$ cat config.mk
export PLATFORM = sky130hd
export DESIGN_NAME = note_sequence_encoder
export DESIGN_NICKNAME = d
export VERILOG_FILES = /design/src/rtl/note_pkg.sv /design/src/rtl/tick_prescaler.sv /design/src/rtl/note_sequence_encoder.sv
export SDC_FILE = /design/constraint.sdc
export NUM_CORES = 1
export LEC_CHECK = 0
export ABC_AREA = 1
export CAP_MARGIN = 40
export CORE_UTILIZATION = 35
export CTS_BUF_LIST = sky130_fd_sc_hd__clkbuf_16
export CTS_CLUSTER_DIAMETER = 30
export DETAILED_ROUTE_END_ITERATION = 8
export PLACE_DENSITY = 0.52
export SKIP_LAST_GASP = 1
export SYNTH_ARGS = -nofsm -noshare
export SYNTH_HDL_FRONTEND = slang
export SYNTH_SLANG_ARGS = --single-unit
$ cat constraint.sdc
create_clock -name clk -period 3.95 [get_ports clk]
set_input_delay 0.395 -clock clk [delete_from_list [all_inputs] [get_ports clk]]
set_output_delay 0.395 -clock clk [all_outputs]
set_load 0.01 [all_outputs]
$ cat src/rtl/note_pkg.sv
// Shared definitions for the score player: score word layout, player states
// and the octave/semitone to linear note code encoder.
package note_pkg;

    localparam int END_BIT = 15;
    localparam int OCT_MSB = 14;
    localparam int OCT_LSB = 12;
    localparam int POS_MSB = 11;
    localparam int POS_LSB = 8;
    localparam int DUR_MSB = 7;
    localparam int DUR_LSB = 0;

    localparam int NOTES_PER_OCT = 12;

    typedef enum logic [1:0] {
        IDLE  = 2'd0,
        FETCH = 2'd1,
        LOAD  = 2'd2,
        PLAY  = 2'd3
    } state_e;

    // oct*12 as (oct<<3)+(oct<<2) keeps it to adders; 7*12+11 = 95 fits in 7 bits.
    function automatic logic [9:0] encode_note(input logic [2:0] oct, input logic [3:0] pos);
        logic [6:0] code;
        code = ({4'b0000, oct} << 3) + ({4'b0000, oct} << 2) + {3'b000, pos};
        return {3'b000, code};
    endfunction

endpackage

$ cat src/rtl/tick_prescaler.sv
// Divides clk into one-cycle tempo ticks: counts 0..TICK_DIV-1 and pulses on
// the last count. Held at zero while clear is high.
module tick_prescaler #(
    parameter int TICK_DIV = 50000
) (
    input  logic clk,
    input  logic reset,
    input  logic clear,
    output logic tick
);

    localparam int CNT_W = (TICK_DIV > 1) ? $clog2(TICK_DIV) : 1;
    localparam logic [CNT_W-1:0] LAST = CNT_W'(TICK_DIV - 1);

    logic [CNT_W-1:0] cnt_q;
    logic [CNT_W-1:0] cnt_d;

    assign tick = !clear && (cnt_q == LAST);

    always_comb begin
        cnt_d = cnt_q + CNT_W'(1);
        if (clear || tick) begin
            cnt_d = '0;
        end
    end

    // NOTE: sequential state is only ever updated with non-blocking assignments.
    always_ff @(posedge clk) begin
        if (reset) begin
            cnt_q <= '0;
        end else begin
            cnt_q <= cnt_d;
        end
    end

endmodule

$ cat src/rtl/note_sequence_encoder.sv
// Score player: walks an external synchronous score ROM and holds each entry's
// linear note code on the output for its duration in tempo ticks.
module note_sequence_encoder
    import note_pkg::*;
#(
    parameter int ADDR_W   = 8,
    parameter int TICK_DIV = 50000,
    parameter int DUR_W    = 8
) (
    input  logic              clk,
    input  logic              reset,
    input  logic              start,
    input  logic              stop,
    input  logic              loop_en,
    output logic [ADDR_W-1:0] score_addr,
    input  logic [15:0]       score_data,
    output logic [9:0]        note,
    output logic              gate,
    output logic              busy,
    output logic              done
);

    state_e            state_q, state_d;
    logic [ADDR_W-1:0] addr_q, addr_d;
    logic [9:0]        note_q, note_d;
    logic              gate_q, gate_d;
    logic              done_q, done_d;
    logic [DUR_W-1:0]  dur_q, dur_d;
    logic [DUR_W-1:0]  dur_cnt_q, dur_cnt_d;

    logic              tick;
    logic              entry_end;
    logic [2:0]        entry_oct;
    logic [3:0]        entry_pos;
    logic [DUR_W-1:0]  entry_dur;

    assign entry_end = score_data[END_BIT];
    assign entry_oct = score_data[OCT_MSB:OCT_LSB];
    assign entry_pos = score_data[POS_MSB:POS_LSB];
    assign entry_dur = DUR_W'(score_data[DUR_MSB:DUR_LSB]);

    // The prescaler only runs in PLAY, so every note starts on a fresh tick period.
    tick_prescaler #(
        .TICK_DIV (TICK_DIV)
    ) u_tick_prescaler (
        .clk   (clk),
        .reset (reset),
        .clear (state_q != PLAY),
        .tick  (tick)
    );

    // NOTE: every variable gets its default first, so no path can infer a latch.
    always_comb begin
        state_d   = state_q;
        addr_d    = addr_q;
        note_d    = note_q;
        gate_d    = gate_q;
        done_d    = 1'b0;
        dur_d     = dur_q;
        dur_cnt_d = dur_cnt_q;

        if (stop) begin
            state_d = IDLE;
            gate_d  = 1'b0;
        end else begin
            unique case (state_q)
                IDLE: begin
                    if (start) begin
                        state_d = FETCH;
                        addr_d  = '0;
                    end
                end
                FETCH: state_d = LOAD;
                LOAD: begin
                    if (entry_end) begin
                        if (loop_en) begin
                            addr_d  = '0;
                            state_d = FETCH;
                        end else begin
                            gate_d  = 1'b0;
                            done_d  = 1'b1;
                            state_d = IDLE;
                        end
                    end else if (entry_dur == '0) begin
                        addr_d  = addr_q + ADDR_W'(1);
                        state_d = FETCH;
                    end else begin
                        // A semitone of 12..15 is a rest: silence, keep the last pitch.
                        if (entry_pos < 4'(NOTES_PER_OCT)) begin
                            note_d = encode_note(entry_oct, entry_pos);
                            gate_d = 1'b1;
                        end else begin
                            gate_d = 1'b0;
                        end
                        dur_d     = entry_dur;
                        dur_cnt_d = '0;
                        state_d   = PLAY;
                    end
                end
                PLAY: begin
                    if (tick) begin
                        if (dur_cnt_q == dur_q - DUR_W'(1)) begin
                            addr_d  = addr_q + ADDR_W'(1);
                            state_d = FETCH;
                        end else begin
                            dur_cnt_d = dur_cnt_q + DUR_W'(1);
                        end
                    end
                end
                default: state_d = IDLE;
            endcase
        end
    end

    always_ff @(posedge clk) begin
        if (reset) begin
            state_q   <= IDLE;
            addr_q    <= '0;
            note_q    <= '0;
            gate_q    <= 1'b0;
            done_q    <= 1'b0;
            dur_q     <= '0;
            dur_cnt_q <= '0;
        end else begin
            state_q   <= state_d;
            addr_q    <= addr_d;
            note_q    <= note_d;
            gate_q    <= gate_d;
            done_q    <= done_d;
            dur_q     <= dur_d;
            dur_cnt_q <= dur_cnt_d;
        end
    end

    assign score_addr = addr_q;
    assign note       = note_q;
    assign gate       = gate_q;
    assign busy       = (state_q != IDLE);
    assign done       = done_q;

endmodule

## After elaboration in Yosys (flattened, before gate mapping)

Cells that the tools add are included.
Widths: inputs -> output; s select.

- Register bits after elaboration: 51
- Input port bits: 21
- Output and inout port bits: 21
- Logic and storage cells: 76

- $add $sub $neg: 6
- Order comparisons: 1
- Equality and inequality tests: 16
- Muxes and demuxes: 24
- Bitwise logic cells: 4
- Reductions and logical operators: 17

Operator list:

| cell | count |
|---|---|
| $mux 8 | 10 |
| $pmux 8 s3 | 1 |
| $add 16x1->16 const B | 1 |
| $add 8x1->8 const B | 2 |
| $eq 16x16->1 const B | 1 |
| $ne 2x2->1 const B | 8 |
| $pmux 8 s2 | 1 |
| $mux 2 | 5 |
| $eq 8x8->1 | 1 |
| $logic_not 8->1 | 1 |
| $pmux 2 s4 | 1 |
| $sub 8x1->8 const B | 1 |
| $add 6x5->7 | 1 |
| $add 7x4->7 | 1 |
| $reduce_and 7->1 | 1 |
| $mux 1 | 6 |
| $ne 3x3->1 const B | 2 |
| $reduce_and 3->1 | 2 |
| $reduce_and 6->1 | 1 |
| $reduce_and 5->1 | 1 |
| $eq 2x2->1 const B | 2 |
| $lt 4x4->1 const B | 1 |
| $not 1->1 | 4 |
| $reduce_and 4->1 | 1 |
| other kinds (10) | 12 |

## Longest topological paths before layout

- Depth after elaboration: 5
- Gate-level depth with buffers: 16
- Gate-level depth less buffers: 16

## By module

From an unflattened synthesis, not the netlist that was laid out.

- Cells, all modules: 461
- Area total of the unflattened synthesis: 3,118.0 um^2

Modules (own cells, without submodules):

| module | times used | cells each | area each (um^2) | sequential area each (um^2) |
|---|---|---|---|---|
| note_sequence_encoder | 1 | 342 | 2,297.2 | 700.7 |
| tick_prescaler | 1 | 119 | 820.8 | 320.3 |

## Least setup slack after synthesis

Ideal clock, no wire load.

- Path kind: input to register
- From: input port score_data[11]
- To: register note_q[5] (netlist: note[5])
- Setup time: 71 ps
- Arrival: 1,791 ps
- Required time: 3,879 ps
- Setup slack: 2,089 ps
- Cell stages on the path: 7
- Path buffers: 0
- Path through: fa_1 -> ha_1 -> inv_1 -> fa_1 -> xnor2_1 -> nand2_1 -> a21oi_1

- Longest elaborated chain between the ends: 2
- Elaborated cells between the ends (all ways): 3
- Classes of those cells: add/sub: 1; order compare: 1; reduce/logical: 1

RTL lines:

| item | line | text |
|---|---|---|
| start, declared | note_sequence_encoder.sv:16 | `input logic [15:0] score_data,` |
| $lt 4x4->1 | note_sequence_encoder.sv:89 | `if (entry_pos < 4'(NOTES_PER_OCT)) begin` |
| $reduce_and 5->1 (no line) | - |  |
| end signal, assigned | note_sequence_encoder.sv:127 | `note_q <= note_d;` |
| end, declared | note_sequence_encoder.sv:25 | `logic [9:0] note_q, note_d;` |

Several ways; a longest one is shown, not always the timed one.
A chain may end at the register's enable or synchronous reset.

## Worst setup path in the final report

- From: register state_q[0]
- To: register note_q[6] (netlist: note[6])

- Longest elaborated chain between the ends: 2

RTL lines:

| item | line | text |
|---|---|---|
| start, declared | note_sequence_encoder.sv:23 | `state_e state_q, state_d;` |
| start signal, assigned | note_sequence_encoder.sv:125 | `state_q <= state_d;` |
| $eq 2x2->1 | note_sequence_encoder.sv:66 | `unique case (state_q)` |
| $reduce_and 5->1 (no line) | - |  |

No other way between the ends.

==> metrics.yaml <==
status:
  status: "complete, no violations"
pwr:
  pwr-share-clk_pct: 43.2
  seq_power_share_pct: 45.9
  power.share.combinational_pct: 11.0
  max-vdd-ir-drop_v: 0.000162
  p_sw_share_pct: 23.8
  p_int_mw: 0.874
  switchingPower_mw: 0.273
  powerDensity_mw_per_mm2: 312
  leakage_nw: 1.41
worst_hold_path:
  min_path_type: "flop to flop"
synthesis:
  ys_ff_latch: 51
  synth-warning-count: 0
  syn_inst: 435
  postSynth.asyncResetShare_pct: 0
  syn_avg_cell_area_um2: 6.99
  synth_edf_count: 0
  synth_area_mm2: 0.00304
  synth_seq_area_share_pct: 33.6
  ys.flop_type: "dfxtp_1"
  yosysUniqueCellTypes: 44
global_routing:
  overflow: 0
  track_usage_pct: 16.9
  antenna_found_initial: 0
  grt_pass1_vias: 2602
  grt_pass1_wl_um: 12000
  grt_max_degree: 22
clocking:
  root_buffer: "clkbuf_16"
  ctsHoldBuffers: 0
  worstSkewPairLatency_ps: 290
  h-tree-depth: 2
  cts_tree: "built"
  cts_setup_buffers: 0
  cts_buffers: 5
  cts_sinks: 51
  path_clk_slew_ps: 70
  cts_resized: 0
  ctsLongestPathBuffers: 2
place:
  globalplace.congestion: 0.836
  place_ws_ps: 1500
  dp_hpwl_um: 5380
  place_inst: 571
  io_buffers: 38
finish:
  area_delta_synth_final_pct: 21.0
  drive_above_1_share_pct: 6.96
  fill_cells: 891
  final_common_cell: "nand2_1"
  n_antenna_cell: 0
  area.sequential_mm2: 0.00102
  nNetsFinal: 509
  multi_input_area_mm2: 0.00177
  final_cell_mix: "nand2_1 (93), nor2_1 (59), dfxtp_1 (51)"
  final_cells: 579
routing:
  drt_iter0_markers: 113
  drc: 0
  post_drt_wl_per_cell_um: 12.1
  dr_wl_met2_um: 3160
  wl_met1_um: 3450
  ant_nets: 0
  wl_met3_um: 288
  viasPerCell: 4.75
  routed_wl_um: 6980
  via_count: 2750
  topRoutingLayerUsed: "met4"
  first_pass_iters: 6
floorplanning:
  rows: 33
  die_y_um: 95.2
  start_util_pct: 36.6
  die_x_um: 95.2
  design.portCount: 42
  die_area_mm2: 0.00906
  core_area_mm2: 0.00830
timing:
  period_share_pct: 58.7
  worst_pin_slew_ps: 572
  setup-tns-final_ps: 0
  rsz0062_at_grt: "no"
  setup_viol_count_final: 0
  fin_crit_ps: 2320
  hold_violations: 0
  clock_skew_ps: 2.87
  relSlewSlack_pct: 61.7
  finalWorstSetupSlack_ps: 1630
  finalMaxSlewViolations: 0
  fmax_ghz: 0.431
setup_path:
  crit_path_max_incr_delay_ps: 420
  critPathBufInv: 3
  cp-end-kind: "flop"
  worstPathMaxFanout: 9
  cp-start-kind: "flop"
  cp_slowest_cell: "ha_1"
  rrSetupSlack_ps: 1630
  cp.arrival_ps: 2540
  critPathTopFamily: "simple AND/OR/NAND/NOR gates"
  worstPathRequired_ps: 4170
  cp_cell_sequence: "inv_1 -> ha_1 -> inv_2 -> nor2_4 -> o21ai_2 -> nor2_1 -> nand2_2 -> clkinv_1 -> o21ai_0 -> a31oi_1"
  path_class: "flop to flop"
job:
  cap_viol_max_count: 0
-- kinds of logic (layout without fill, tap and decap cells) --
group	Yosys count	in the layout	share of synthesized area, %
flops	51	51	33.6
fa+ha+maj	15	15	6.67
xor+xnor	15	15	4.32
other cells	1	3	0.123
compound gates	68	68	12.7
simple gates	223	223	34.3
buf+inv	62	99	8.36
-- registers in the layout, summed over array words and instances, names as in the netlist --
name,cells
gate,1
u_tick_prescaler.cnt_q,16
state_q,2
dur_q,8
done,1
note,7
score_addr,8
dur_cnt_q,8
-- path summary, 6_finish.rpt --
kind                                        startpoint                              endpoint  depth (start not counted)
setup / recovery               state_q[0]$_SDFFE_PP0P_                  note[6]$_SDFFE_PP0P_                         10
hold / removal    u_tick_prescaler.cnt_q[0]$_SDFF_PP0_  u_tick_prescaler.cnt_q[0]$_SDFF_PP0_                          1
setup reg to reg               state_q[0]$_SDFFE_PP0P_                  note[6]$_SDFFE_PP0P_                         10
hold reg to reg   u_tick_prescaler.cnt_q[0]$_SDFF_PP0_  u_tick_prescaler.cnt_q[0]$_SDFF_PP0_                          1
-- power by group through the flow --
stage | clock network, mW | registers, mW | logic [mW]
after global routing | 0.528 | 0.527 | 0.144
final | 0.495 | 0.526 | 0.126
after global placement | 0 | 0.538 | 0.125
after floorplan | 0 | 0.538 | 0.0774
after CTS | 0.509 | 0.526 | 0.127
after detailed placement | 0 | 0.538 | 0.126
-- cell usage after synthesis (2+ instances only) --
| cell type | instances | area [um2] |
|---|---|---|
| buf_4 | 3 | 22.5 |
| nand2_2 | 2 | 12.5 |
| nand3_4 | 2 | 35.0 |
| xor2_1 | 10 | 87.6 |
| or2_2 | 2 | 12.5 |
| a21oi_1 | 35 | 175 |
| nor2_4 | 2 | 22.5 |
| nand2_1 | 93 | 349 |
| nand2_8 | 2 | 40.0 |
| nor2_2 | 3 | 18.8 |
| nand4_1 | 10 | 62.6 |
| ha_1 | 13 | 163 |
| clkinv_1 | 2 | 7.51 |
| dfxtp_1 | 51 | 1020 |
| inv_1 | 45 | 169 |
| o21a_1 | 2 | 15.0 |
| nor3_1 | 5 | 25.0 |
| xnor2_1 | 5 | 43.8 |
| o21ai_0 | 21 | 105 |
| inv_2 | 4 | 15.0 |
| nor3b_1 | 5 | 37.5 |
| nor2_1 | 59 | 221 |
| clkbuf_1 | 4 | 15.0 |
| nand3_1 | 34 | 170 |
| fa_1 | 2 | 40.0 |
-- per-layer routing --
layer | vias up | GRT usage (%)
met2 | 37 | 27.1
met1 | 1231 | 22.8
li1 | 1475 | -
met5 | - | 0
met3 | 7 | 3.59
met4 | 0 | 4.42
-- layout make-up --
type	count	area share [%]
multi-input cells	324	48.2
flip-flops and latches	51	27.8
repair buffers	40	10.7
inverters	51	5.20
well taps	105	3.57
clock buffers	5	3.40
clock inverters	3	1.16
-- stage by stage --
stage	hold slack (ps)	utilization, %	power (mW)	instance area (um2)
global placement	430	42.3	0.663	3510
CTS	465	44.3	1.16	3680
floorplan	418	-	0.615	3050
global route	494	44.3	1.20	3680
finish	461	44.3	1.15	3680
detailed placement	449	42.3	0.664	3510
-- worst register-to-register path: stages (launching register included) --
cell and delay, ps:
dfxtp_1 340, inv_1 80, ha_1 420, inv_2 140, nor2_4 150, o21ai_2 90
nor2_1 380, nand2_2 190, clkinv_1 210, o21ai_0 110, a31oi_1 150
No activity file was read; power rests on OpenSTA's default activity.
